===== config.mk =====
export PLATFORM = sky130hd
export DESIGN_NAME = uart_rx_param
export DESIGN_NICKNAME = d
export VERILOG_FILES = /design/src/rtl/uart_rx_param.sv
export SDC_FILE = /design/constraint.sdc
export NUM_CORES = 1
export LEC_CHECK = 0
export CAP_MARGIN = 20
export CORE_ASPECT_RATIO = 0.6
export CORE_UTILIZATION = 59
export CTS_CLUSTER_SIZE = 24
export DETAILED_ROUTE_END_ITERATION = 12
export MAX_ROUTING_LAYER = met4
export PLACE_DENSITY = 0.85
export SLEW_MARGIN = 20
export SYNTH_ARGS = -nofsm -noshare
export SYNTH_HDL_FRONTEND = slang
export SYNTH_SLANG_ARGS = --single-unit

===== constraint.sdc =====
create_clock -name clk -period 5.9 [get_ports clk]
set_clock_uncertainty 0.15 [all_clocks]
set_input_delay 0.59 -clock clk [delete_from_list [all_inputs] [get_ports clk]]
set_output_delay 0.59 -clock clk [all_outputs]
set_load 0.02 [all_outputs]

===== src/rtl/uart_rx_param.sv =====
// Parametrised UART receiver: oversampled, majority-voted, one-entry valid/ready output.
module uart_rx_param #(
  parameter int unsigned DATA_BITS  = 8,
  parameter int unsigned OVERSAMPLE = 16,
  parameter int unsigned PARITY     = 0,
  parameter int unsigned STOP_BITS  = 1
) (
  input  logic                 clk,
  input  logic                 reset,
  input  logic                 tick,
  input  logic                 rx,
  output logic [DATA_BITS-1:0] data,
  output logic                 valid,
  input  logic                 ready,
  output logic                 parity_err,
  output logic                 frame_err,
  output logic                 overrun,
  output logic                 busy
);

  localparam int unsigned CW  = $clog2(OVERSAMPLE);
  localparam int unsigned BW  = $clog2(DATA_BITS);
  localparam int unsigned MID = OVERSAMPLE / 2;

  localparam logic [CW-1:0] CNT_LAST = CW'(OVERSAMPLE - 1);
  localparam logic [CW-1:0] CNT_S0   = CW'(MID - 1);
  localparam logic [CW-1:0] CNT_S1   = CW'(MID);
  localparam logic [CW-1:0] CNT_DEC  = CW'(MID + 1);
  localparam logic [BW-1:0] BIT_LAST = BW'(DATA_BITS - 1);
  localparam logic          STOP_LAST = (STOP_BITS == 2);
  localparam logic          PAR_EN    = (PARITY != 0);
  localparam logic          PAR_ODD   = (PARITY == 1);

  localparam logic [2:0] ST_IDLE  = 3'd0;
  localparam logic [2:0] ST_START = 3'd1;
  localparam logic [2:0] ST_DATA  = 3'd2;
  localparam logic [2:0] ST_PAR   = 3'd3;
  localparam logic [2:0] ST_STOP  = 3'd4;
  localparam logic [2:0] ST_BREAK = 3'd5;

  logic                 rx_meta, rx_s;
  logic [2:0]           state, state_nxt;
  logic [CW-1:0]        cnt, cnt_nxt;
  logic [BW-1:0]        bit_cnt, bit_cnt_nxt;
  logic                 stop_cnt, stop_cnt_nxt;
  logic [1:0]           samp;
  logic [DATA_BITS-1:0] shreg;
  logic                 par_err_q, stop_err_q;

  logic vote_c, dec_c, end_c;
  logic shift_c, par_chk_c, stop_chk_c, done_c;

  assign vote_c = (samp[0] & samp[1]) | (samp[0] & rx_s) | (samp[1] & rx_s);
  assign dec_c  = tick && (cnt == CNT_DEC);
  assign end_c  = tick && (cnt == CNT_LAST);

  // Two-flop synchronizer on the serial line, idles high.
  always_ff @(posedge clk or negedge reset) begin
    if (!reset) begin
      rx_meta <= 1'b1;
      rx_s    <= 1'b1;
    end else begin
      rx_meta <= rx;
      rx_s    <= rx_meta;
    end
  end

  // State register and per-bit counters.
  always_ff @(posedge clk or negedge reset) begin
    if (!reset) begin
      state    <= ST_IDLE;
      cnt      <= '0;
      bit_cnt  <= '0;
      stop_cnt <= 1'b0;
    end else begin
      state    <= state_nxt;
      cnt      <= cnt_nxt;
      bit_cnt  <= bit_cnt_nxt;
      stop_cnt <= stop_cnt_nxt;
    end
  end

  // Next-state logic and datapath strobes.
  always_comb begin
    state_nxt    = state;
    cnt_nxt      = cnt;
    bit_cnt_nxt  = bit_cnt;
    stop_cnt_nxt = stop_cnt;
    shift_c      = 1'b0;
    par_chk_c    = 1'b0;
    stop_chk_c   = 1'b0;
    done_c       = 1'b0;

    if (tick && (state != ST_IDLE) && (state != ST_BREAK)) begin
      cnt_nxt = (cnt == CNT_LAST) ? '0 : cnt + CW'(1);
    end

    case (state)
      ST_IDLE: begin
        cnt_nxt = '0;
        if (tick && !rx_s) state_nxt = ST_START;
      end
      ST_START: begin
        if (dec_c && vote_c) begin
          state_nxt = ST_IDLE;
        end else if (end_c) begin
          state_nxt   = ST_DATA;
          bit_cnt_nxt = '0;
        end
      end
      ST_DATA: begin
        if (dec_c) shift_c = 1'b1;
        if (end_c) begin
          if (bit_cnt == BIT_LAST) begin
            bit_cnt_nxt  = '0;
            stop_cnt_nxt = 1'b0;
            state_nxt    = PAR_EN ? ST_PAR : ST_STOP;
          end else begin
            bit_cnt_nxt = bit_cnt + BW'(1);
          end
        end
      end
      ST_PAR: begin
        if (dec_c) par_chk_c = 1'b1;
        if (end_c) begin
          state_nxt    = ST_STOP;
          stop_cnt_nxt = 1'b0;
        end
      end
      ST_STOP: begin
        // Last stop bit completes at its decision point to absorb tick drift.
        if (dec_c) begin
          stop_chk_c = 1'b1;
          if (stop_cnt == STOP_LAST) begin
            done_c    = 1'b1;
            state_nxt = vote_c ? ST_IDLE : ST_BREAK;
          end
        end else if (end_c) begin
          stop_cnt_nxt = 1'b1;
        end
      end
      ST_BREAK: begin
        if (tick && rx_s) state_nxt = ST_IDLE;
      end
      default: state_nxt = ST_IDLE;
    endcase
  end

  // Sample capture, shift register and per-frame error accumulation.
  always_ff @(posedge clk or negedge reset) begin
    if (!reset) begin
      samp       <= 2'b11;
      shreg      <= '0;
      par_err_q  <= 1'b0;
      stop_err_q <= 1'b0;
    end else begin
      if (tick && (cnt == CNT_S0)) samp[0] <= rx_s;
      if (tick && (cnt == CNT_S1)) samp[1] <= rx_s;
      if (state == ST_IDLE) begin
        par_err_q  <= 1'b0;
        stop_err_q <= 1'b0;
      end
      if (shift_c)   shreg     <= {vote_c, shreg[DATA_BITS-1:1]};
      if (par_chk_c) par_err_q <= (^{shreg, vote_c}) ^ PAR_ODD;
      if (stop_chk_c && !vote_c) stop_err_q <= 1'b1;
    end
  end

  // One-entry output register with overrun detection.
  always_ff @(posedge clk or negedge reset) begin
    if (!reset) begin
      data       <= '0;
      valid      <= 1'b0;
      parity_err <= 1'b0;
      frame_err  <= 1'b0;
      overrun    <= 1'b0;
      busy       <= 1'b0;
    end else begin
      overrun <= 1'b0;
      busy    <= (state_nxt != ST_IDLE);
      if (done_c) begin
        if (!valid || ready) begin
          data       <= shreg;
          parity_err <= PAR_EN & par_err_q;
          frame_err  <= stop_err_q | ~vote_c;
          valid      <= 1'b1;
        end else begin
          overrun <= 1'b1;
        end
      end else if (valid && ready) begin
        valid <= 1'b0;
      end
    end
  end

endmodule


; ---- After elaboration in Yosys (flattened, before gate mapping)
; Cells that the tools add are included.
[op_classes]
n_reduce_logical = 27
addsub = 2
magnitude_cmp = 0
n_shift = 0
bitwise = 7
n_mul = 0
eq_ne = 19
n_div = 0
muxes = 38
[ops]
columns = operator, count
row1 = $mux W3, 14
row2 = $mux W1, 18
row3 = $pmux W3 S6, 1
row4 = $ne A2 B2 Y1 const B, 7
row5 = $eq A4 B4 Y1 const B, 3
row6 = $mux W4, 3
row7 = $logic_and A1 B1 Y1, 11
row8 = $eq A3 B3 Y1 const B, 3
row9 = $reduce_bool A3 Y1, 3
row10 = $reduce_bool A2 Y1, 4
row11 = $eq A3 B2 Y1 const B, 2
row12 = $pmux W3 S2, 1
row13 = $reduce_and A6 Y1, 1
row14 = $add A4 B1 Y4 const B, 1
row15 = $eq A4 B3 Y1 const B, 1
row16 = $reduce_and A2 Y1, 2
row17 = $reduce_and A4 Y1, 1
row18 = $add A3 B1 Y3 const B, 1
row19 = $and A1 B1 Y1, 3
row20 = $eq A3 B1 Y1 const B, 1
row21 = $logic_not A1 Y1, 3
row22 = $logic_not A3 Y1, 1
row23 = $ne A3 B3 Y1 const B, 1
row24 = $or A1 B1 Y1, 3
row25 = 4 further kinds, 4
[word_totals]
elab_cells = 108
memories = 0
in_bits = 5
latch_bits = 0
ramBits = 0
register_bits = 36
mem_bits_ro = 0
out_inout_bits = 13

; ---- Logic depth before layout (Yosys ltp)
[depth]
depth_word = 8
mapped_depth = 7
mapped_depth_nobuf = 6

; ---- Worst setup path before layout
; No wires, ideal clock.
[synth_path]
path_type = input -> register
start = input tick
end = register bit_cnt[0]
path_stages = 4
setup_time_ps = 125
path_slack_ps = 3816
n_path_buf = 1
arrival_time_ps = 1809
path_cell_list = clkbuf_1 -> nand4_1 -> nor3_1 -> mux2_2
[synth_between]
elab_chain_len = 4
word_cells_on_any_way = 7
[synth_lines]
columns = element, line
row1 = from (decl), 10  ; input logic tick,
row2 = $logic_and A1 B1 Y1, 54  ; assign dec_c = tick && (cnt == CNT_DEC);
row3 = $logic_and A1 B1 Y1, 104  ; if (dec_c && vote_c) begin
row4 = $ne A2 B2 Y1 (no source line), -
row5 = $reduce_and A4 Y1 (no source line) *, -
row6 = to (signal assigned), 78  ; bit_cnt <= bit_cnt_nxt;
row7 = to (decl), 44  ; logic [BW-1:0] bit_cnt, bit_cnt_nxt;
; Every way passes the cells marked *; elsewhere a longest branch is shown, timed or not.
; A chain may end at the register's enable or synchronous reset.

; ---- Worst setup path after layout
[layout_path]
start = input tick
end = register frame_err
[layout_between]
elab_chain_len = 4
[layout_lines]
columns = element, line
row1 = $logic_and A1 B1 Y1, 54
row2 = $mux W1, 132  ; if (dec_c) begin
row3 = $mux W1, 98  ; case (state)
row4 = $reduce_and A2 Y1 (no source line), -
row5 = to (signal assigned), 185  ; frame_err <= stop_err_q | ~vote_c;
row6 = to (decl), 16  ; output logic frame_err,
; Every way passes these cells.

==> flow_summary.json <==
{
  "cts.path.max_buffers": 2,
  "htreeDepth": 2,
  "synthTopCellsByArea": "dfrtp_1 (48%), mux2_2 (13%), dfstp_2 (6.3%), ha_1 (3.7%), o21ai_0 (2.1%)",
  "syn_area_um2": 1680,
  "chipWidth_um": 70.9,
  "synth-edff-count": 0,
  "fin_nets": 168,
  "critPathMaxFanout": 11,
  "rsz0062_at_grt": "false",
  "clock-sinks": 36,
  "diodes": 0,
  "die_area_um2": 3070,
  "design.core.area_um2": 2610,
  "ant_nets": 0,
  "worstPathArrival_ns": 2.67,
  "seq_area_frac_synth": 0.539,
  "area_growth_pct": 15.0,
  "grt_first_pass_wirelength_um": 5150,
  "ctsHoldBuffers": 0,
  "worst-endpoint-required_ns": 5.92,
  "peakVddDrop_v": 0.000265,
  "relSlewSlack": 0.575,
  "drt_pass1_iterations": 4,
  "pwr-share-comb": 0.181,
  "internal_power_uw": 407,
  "clk-insertion-delay-late_ns": 0.29,
  "ctsResizeCount": 0,
  "gp_congestion": 0.906,
  "wl_per_cell_um": 15.7,
  "crit_chain": "clkdlybuf4s50_1 > nand4b_1 > or3_4 > nor2b_2 > mux2_2",
  "drv_cap": 0,
  "initial_core_util": 0.644,
  "cts_tree": "built",
  "power.share.switching": 0.297,
  "rows": 14,
  "io_pins": 18,
  "fin_ws_ns": 3.26,
  "via_per_inst": 6.09,
  "hpwl_um": 2090,
  "async_flop_share": 1.00,
  "fill_cells": 185,
  "switching_power_uw": 172,
  "post-route-period-util": 0.448,
  "yosysMostFrequentCell": "dfrtp_1",
  "drc_errors": 0,
  "yosys.area.top_type": "dfrtp_1",
  "grt_pass1_vias": 1134,
  "yosysTopAreaCellShare": 0.476,
  "grt_antenna_before_repair": 0,
  "drtIter0Drc": 84,
  "pwr-share-clk": 0.285,
  "start_kind": "input pin",
  "syn_inst": 141,
  "postCtsSetupBuffers": 0,
  "cts_buffers": 5,
  "status": "completed",
  "syn_area_per_cell_um2": 11.9,
  "die_y_um": 43.4,
  "criticalPathCategory": "in -> reg",
  "p_leak_nw": 0.886,
  "end_kind": "flop",
  "r2r_slack_ns": 3.43,
  "hp-class": "reg -> reg",
  "overflow": 0,
  "clk_pin_slew_ns": 0.06,
  "worst_path_max_delay_cell": "clkdlybuf4s50_1",
  "vias": 1163,
  "critPathBufInv": 1,
  "finalSetupViolations": 0,
  "power.density_nw_per_um2": 300,
  "synthFlopType": "dfrtp_1",
  "drive_gt1_frac": 0.220,
  "synthTopCellsByCount": "dfrtp_1 (32), mux2_2 (20), inv_1 (7), o21ai_0 (7), nand2_1 (6)",
  "io_buffer_count": 16,
  "dp_slack_ns": 2.95,
  "timing.critical_path.slowest_cell_delay_ns": 0.66,
  "clock.fmax_mhz": 378,
  "seq_power_share": 0.534,
  "ys_types": 43,
  "drv_slew": 0,
  "cts_root_buf": "clkbuf_8",
  "grt_use_total": 0.241,
  "wl_um": 2990,
  "ys_warn_count": 0,
  "syn-num-nets": 151,
  "tns_ns": 0,
  "fin_crit_ns": 2.64,
  "cp_top_family": "simple AND/OR/NAND/NOR gates",
  "ys_ff_latch": 36,
  "hold_viol_final": 0,
  "grt_max_degree": 37,
  "tightest_slew_ns": 0.621
}
[final timing paths]
check | cells past startpoint | endpoint | start
max | 5 | frame_err$_DFFE_PN0P_ | tick
min | 0 | rx_s$_DFF_PN1_ | rx_meta$_DFF_PN1_
max reg2reg | 4 | frame_err$_DFFE_PN0P_ | state[2]$_DFF_PN0_
min reg2reg | 0 | rx_s$_DFF_PN1_ | rx_meta$_DFF_PN1_
max in group asynchronous | 2 | samp[0]$_DFFE_PN1P_ | reset
min in group asynchronous | 2 | busy$_DFF_PN0_ | reset
[final cells by class]
cell class	count	area [um2]	area share
tap	32	40.0	0.0207
timing repair buffer	17	168	0.0867
multi-input combinational	91	712	0.368
sequential	36	906	0.469
clock buffer	7	76.3	0.0395
inverter	7	26.3	0.0136
clock inverter	1	5.00	0.00259
[through the flow]
stage               cells  hold slack (ns)  area, um2   util  power, mW
detailed placement    183            0.202       1850  0.709      0.418
CTS                   191            0.211       1930  0.741      0.585
finish                191            0.209       1930  0.741      0.579
global placement      183            0.197       1850  0.709      0.411
floorplan             141            0.144       1680      -      0.385
global route          191            0.214       1930  0.741      0.611
[metal layers]
metal	track usage	vias up	wire length (um)
met3	0.0977	5	182
met5	-	-	0
met1	0.303	584	1380
li1	-	539	-
met4	0.0880	0	40
met2	0.358	35	1400
[cells by family (layout without fill, tap and decap cells)]
logic type | count (synthesis) | in the layout | share of synthesized area
DFF | 36 | 36 | 0.539
and+or+nand+nor | 37 | 37 | 0.135
buffers and inverters | 14 | 32 | 0.0380
AOI/OAI and AO/OA | 23 | 23 | 0.0871
other | 1 | 1 | 0.00223
adders and majority gates | 6 | 6 | 0.0432
muxes | 22 | 22 | 0.146
xor gates and xnor gates | 2 | 2 | 0.0104
[worst register-to-register path: stages (launching register included)]
cell	delay (ns)
dfrtp_1	0.58
or3b_1	0.42
or3_4	0.40
nor2b_2	0.41
mux2_2	0.40
[power by group through the flow]
stage	logic, mW	clock network (mW)	registers [mW]
global placement	0.0999	0	0.311
CTS	0.105	0.171	0.309
global route	0.117	0.179	0.315
floorplan	0.0886	0	0.296
detailed placement	0.105	0	0.313
finish	0.105	0.165	0.309
[registers in the layout, indices dropped and copies added (netlist names)]
register    flops
shreg           8
stop_err_q      1
busy            1
overrun         1
state           3
data            8
frame_err       1
stop_cnt        1
cnt             4
samp            2
valid           1
bit_cnt         3
rx_meta         1
rx_s            1
[layout by cell type (no fill, tap or decap), drive strengths merged, types with 2 or more instances in the layout]
cell type	netlist	final
nand2b	4	4
a21oi	5	5
o21ai	8	8
dfstp	4	4
mux2	20	20
nand4b	3	3
inv	7	7
dfrtp	32	32
o22ai	2	2
clkbuf	5	7
mux2i	2	2
or3b	2	2
nand3	4	4
nor3b	2	2
ha	5	5
clkdlybuf4s50	0	16
nor2	4	4
nor2b	2	2
nor3	3	3
or3	2	2
nand2	6	6
No activity file was read; power rests on OpenSTA's default activity.
==> RTL edit 1: new RTL, config.mk and constraints unchanged <==
Put one more register stage on the output `frame_err`, cleared by the reset. The value now appears one clock later. The other outputs are not delayed to match.
--- a/src/rtl/uart_rx_param.sv
+++ b/src/rtl/uart_rx_param.sv
@@ -38,6 +38,8 @@
   localparam logic [2:0] ST_STOP  = 3'd4;
   localparam logic [2:0] ST_BREAK = 3'd5;
 
+  logic frame_err_s0;
+
   logic                 rx_meta, rx_s;
   logic [2:0]           state, state_nxt;
   logic [CW-1:0]        cnt, cnt_nxt;
@@ -172,7 +174,7 @@
       data       <= '0;
       valid      <= 1'b0;
       parity_err <= 1'b0;
-      frame_err  <= 1'b0;
+      frame_err_s0 <= 1'b0;
       overrun    <= 1'b0;
       busy       <= 1'b0;
     end else begin
@@ -182,7 +184,7 @@
         if (!valid || ready) begin
           data       <= shreg;
           parity_err <= PAR_EN & par_err_q;
-          frame_err  <= stop_err_q | ~vote_c;
+          frame_err_s0 <= stop_err_q | ~vote_c;
           valid      <= 1'b1;
         end else begin
           overrun <= 1'b1;
@@ -193,5 +195,13 @@
     end
   end
 
+  always_ff @(posedge clk or negedge reset) begin
+    if (!reset) begin
+      frame_err <= '0;
+    end else begin
+      frame_err <= frame_err_s0;
+    end
+  end
+
 endmodule
 
Check against the original RTL: same outputs for any inputs over 10 cycles, from zero or initial values and one cycle with reset low; that may be too few to reach the edited logic, so the function may still have changed.
==> RTL edit 1 against the unedited design <==
  * Worst setup slack better by 0.0043 ns
  * Highest routed layer unchanged
  * Design area is 4.5% higher
  * Largest cell class unchanged
  * Sequential cell count is 1 higher
  * Global-route usage is 2.2 points higher
  * Utilization is 1.8 points higher
  * Synthesized area is 4.8% higher
  * Hold slack better by 0.0019 ns
  * Routed wire length is 14% higher
  * Critical endpoint is now data[7]$_DFFE_PN0P_
  * Sequential power is 2% higher
  * Total power is 8.1% higher
==> RTL edit 1: results (changes against the unedited design) <==
| Metric | Value |
|---|---|
| Largest net degree at the start of global routing | `38 (+2.7%)` |
| Post-Syn Nets | `150 (-0.66%)` |
| Worst-case vdd ir drop | `0.000214 V (-19%)` |
| Min Tclk post-route | `2.64 ns (-0.00430 ns)` |
| CTS resizes | `0 (unchanged)` |
| Area share of xor/xnor cells in the synthesized design | `0.00497 (-0.00545)` |
| Clock Path Buffers | `2 (unchanged)` |
| Cell depth of the worst flop-to-flop path | `4 (unchanged)` |
| Worst r2r src | `state[2]$_DFF_PN0_` |
| WHS Path Cells | `0 (unchanged)` |
| First-pass GRT wire length | `5550 um (+7.8%)` |
| Post-CTS setup buffer count | `0 (unchanged)` |
| Critical path capture point | `data[7]$_DFFE_PN0P_` |
| GRT Util Overall | `0.263 (+0.0223)` |
| Clk Latency, worst-skew pair | `0.29 ns (about the same)` |
| Mux cell area share after synthesis | `0.141 (-0.00531)` |
| CP Max Fanout | `15 (+4)` |
| Total Nets Final | `166 (-1.2%)` |
| Commonest cells post-synth | `33 x dfrtp_1, 9 x mux2_4, 8 x mux2_1, 8 x nand2_1` |
| Via Count | `1190 (+2.3%)` |
| H-Tree Depth | `2 (unchanged)` |
| Biggest regs | `data x8, shreg x8, cnt x4` |
| Fraction of layout cells with a size suffix above 1 | `0.159 (-0.0609)` |
| WHS Endpoint | `rx_s$_DFF_PN1_` |
| Drt pass-1 iters | `4 (unchanged)` |
| Initial antenna violation count | `0 (unchanged)` |
| Top area cells in the synthesized netlist | `dfrtp_1 47%, mux2_4 7.7%, dfstp_2 6.0%` |
| Leakage Power | `0.950 nW (+7.2%)` |
| Hold Startpoint | `rx_meta$_DFF_PN1_` |
| Slowest stage delay, CP | `0.80 ns (+0.14 ns)` |
| Gpl congestion | `0.876 (-3.3%)` |
| DP Worst Slack | `2.97 ns (+0.0209 ns)` |
| 1st-iter DRT viols | `144 (+71%)` |
| DP Wirelength | `2430 um (+16%)` |
| Post-Synth Adder-Cell Area | `0.0412 (-0.00199)` |
| Synth unique cells | `47 (+9.3%)` |
| WL final | `3400 um (+14%)` |
| Number of global-route vias before repair | `1112 (-1.9%)` |
| Antenna cells | `0 (unchanged)` |
| Complex-gate fraction of the synthesized area | `0.107 (+0.0201)` |
| Post-synthesis async set-or-reset flop share | `1.00 (unchanged)` |
| Clock-pin transition on the worst setup and hold timing paths | `0.06 ns (about the same)` |
| Max transition margin | `0.516 (-0.0592)` |
| Status | `finished clean` |
| R2R Setup Slk | `3.42 ns (about the same)` |
| Critical path arrival | `2.66 ns (about the same)` |
| Clock root cell | `clkbuf_8` |
| Sequential cell area fraction in the yosys report | `0.528 (-0.0107)` |
## RTL edit 1: routing by layer
metal  routed length [um]  global-route usage  vias up
met5                    0                   -        -
met4                   69               0.153        0
met3                  259              0.0683       11
met2                 1530               0.378       68
met1                 1550               0.344      574
li1                     -                   -      537
## RTL edit 1: critical path: cells and delay by family
kind	cells	cell delay, ns
buf+inv	1	0.80
mux	1	0.34
simple gates	3	0.93
## RTL edit 1: per-stage QoR
step | area, um^2 | hold WS, ns | instances | utilization | power, mW
2_1_floorplan | 1760 | 0.144 | 140 | - | 0.404
3_3_place_gp | 1930 | 0.199 | 189 | 0.725 | 0.438
3_5_place_dp | 1930 | 0.206 | 189 | 0.725 | 0.448
4_1_cts | 2020 | 0.215 | 197 | 0.758 | 0.624
5_1_grt | 2020 | 0.215 | 197 | 0.758 | 0.660
6_report | 2020 | 0.211 | 197 | 0.758 | 0.626
## RTL edit 1: cell families after synthesis
kind of cell             Yosys count
AO/OA/AOI/OAI                     27
XOR/XNOR                           1
adder cells (fa/ha/maj)            6
buffers and inverters             12
flip-flops                        37
multiplexers                      19
other                              1
AND/OR/NAND/NOR                   37
## RTL edit 1: power by group
group          internal [mW]  total, mW  switching (mW)
clock                 0.0951      0.178          0.0832
combinational         0.0559      0.133          0.0774
sequential             0.281      0.315          0.0338
## RTL edit 1: area by class of cell
| cell class | count | area (um^2) |
|---|---|---|
| Fill cell | 175 | 643 |
| Inverter | 4 | 15.0 |
| Clock buffer | 8 | 90.1 |
| Multi-Input combinational cell | 91 | 766 |
| Timing Repair Buffer | 17 | 168 |
| Tap cell | 40 | 50.0 |
| Sequential cell | 37 | 931 |
==> RTL edit 2: new RTL, same flow settings <==
Without the edit above. Change the parameter `PARITY` from 0 to 1.
--- a/src/rtl/uart_rx_param.sv
+++ b/src/rtl/uart_rx_param.sv
@@ -2,7 +2,7 @@
 module uart_rx_param #(
   parameter int unsigned DATA_BITS  = 8,
   parameter int unsigned OVERSAMPLE = 16,
-  parameter int unsigned PARITY     = 0,
+  parameter int unsigned PARITY     = 1,
   parameter int unsigned STOP_BITS  = 1
 ) (
   input  logic                 clk,
Check against the original RTL: no difference found for any inputs over 10 cycles, from zero or initial values and one cycle with reset low; that may be too few to reach the edited logic, so the function may still have changed.
==> RTL edit 2 against the unedited design <==
  * Hold slack got worse by 0.0011 ns
  * Global-route usage rose by 3.3 points
  * Sequential cell count rose by 2
  * Routed wire length rose by 29%
  * Die area rose by 13%
  * Synthesized area rose by 14%
  * Design area rose by 13%
  * Total power rose by 12%
  * Worst setup slack got worse by 0.097 ns
==> RTL edit 2: results (changes against the unedited design) <==
| Metric | Value |
|---|---|
| Fraction of layout cells with a size suffix above 1 | `0.217 (-0.00273)` |
| Worst-case vdd ir drop | `0.000218 V (-18%)` |
| Number of global-route vias before repair | `1337 (+18%)` |
| Sequential cell area fraction in the yosys report | `0.499 (-0.0393)` |
| GR Util met3 | `0.0700 (-0.0277)` |
| First-pass GRT wire length | `6490 um (+26%)` |
| Critical path arrival | `2.77 ns (+0.10 ns)` |
| Inverters, non-clock | `6 (-1)` |
| M1 WL | `1910 um (+38%)` |
| Met2 WL | `1700 um (+22%)` |
| GR Util met2 | `0.391 (+0.0334)` |
| 1st-iter DRT viols | `97 (+15%)` |
| Main flop type after synthesis | `dfrtp_1` |
| Post-Syn Nets | `178 (+18%)` |
| FILL cells | `203 (+9.7%)` |
| Leakage Power | `0.989 nW (+12%)` |
| Top area cells in the synthesized netlist | `dfrtp_1 44%, mux2_2 11%, dfstp_2 5.5%` |
| Via/cell ratio | `5.97 (-2.0%)` |
| Met3 routed WL | `191 um (+4.9%)` |
| DP Worst Slack | `2.89 ns (-0.0561 ns)` |
| Post-CTS setup buffer count | `0 (unchanged)` |
| Clock root cell | `clkbuf_8` |
| DP Wirelength | `2720 um (+30%)` |
| Status | `finished clean` |
| Reg area | `956 um^2 (+5.5%)` |
| IO Port Bufs | `17 (+1)` |
| Total Nets Final | `193 (+15%)` |
| Commonest cells post-synth | `34 x dfrtp_1, 18 x mux2_2, 12 x nand2_1` |
| Gpl congestion | `0.825 (-9.0%)` |
| Hold WC Path Type | `reg2reg` |
| CP Max Fanout | `15 (+4)` |
| #MultiIn Comb | `115 (+26%)` |
| ClkCell Share | `0.0437 (+0.00158)` |
| Seq cells post-synth | `38 (+5.6%)` |
| Largest net degree at the start of global routing | `39 (+5.4%)` |
| Synth unique cells | `45 (+4.7%)` |
| Synth Instances | `168 (+19%)` |
| Clkbuf count | `6 (-1)` |
| Clock Path Buffers | `2 (unchanged)` |
| Finished Layout Cells | `226 (+18%)` |
| WL final | `3850 um (+29%)` |
| Met1 usage | `0.379 (+0.0759)` |
| Buffers, non-clock | `17 (unchanged)` |
| Multi-input combinational area share | `0.407 (+0.0390)` |
| Placed Cells | `218 (+19%)` |
| Layout non-clock buf frac | `0.0758 (-0.0109)` |
| GRT Util Overall | `0.275 (+0.0334)` |
| Max transition margin | `0.457 (-0.118)` |
-- RTL edit 2: power by group --
group	internal, mW	switching, mW	total [mW]
logic	0.0566	0.0725	0.129
registers	0.287	0.0407	0.327
clock network	0.0940	0.0954	0.189
total	0.437	0.209	0.646
-- RTL edit 2: logic make-up (layout without fill, tap and decap cells) --
family          Yosys count  count (layout)  share of synthesized area
simple gates             53              53                      0.165
xor+xnor                  8               8                     0.0438
buf+inv                  15              31                     0.0373
compound gates           30              30                      0.110
fa+ha+maj                 6               6                     0.0379
flops                    38              38                      0.499
mux                      18              18                      0.106
-- RTL edit 2: per-stage QoR --
step / power, mW / utilization / area [um^2] / hold slack (ns)
finish: 0.646 / 0.730 / 2180 / 0.208
floorplan: 0.423 / - / 1910 / 0.144
global route: 0.681 / 0.730 / 2180 / 0.215
CTS: 0.646 / 0.730 / 2180 / 0.210
global placement: 0.447 / 0.698 / 2080 / 0.199
detailed placement: 0.458 / 0.698 / 2080 / 0.200
-- RTL edit 2: worst paths after layout --
check,cells past startpoint,endpoint,slack (ns),from
min reg2reg,0,rx_s$_DFF_PN1_,0.21,rx_meta$_DFF_PN1_
max reg2reg,6,parity_err$_DFFE_PN0P_,3.62,cnt[1]$_DFFE_PN0P_
min,0,rx_s$_DFF_PN1_,0.21,rx_meta$_DFF_PN1_
min in group asynchronous,1,cnt[0]$_DFFE_PN0P_,0.23,reset
max,5,parity_err$_DFFE_PN0P_,3.16,tick
max in group asynchronous,1,shreg[1]$_DFFE_PN0P_,4.85,reset
-- RTL edit 2: critical path, cell delays in order --
cell and delay, ns:
clkdlybuf4s50_1 0.76, and4b_2 0.39, nand4_4 0.13, nor2b_2 0.49, mux2_2 0.40
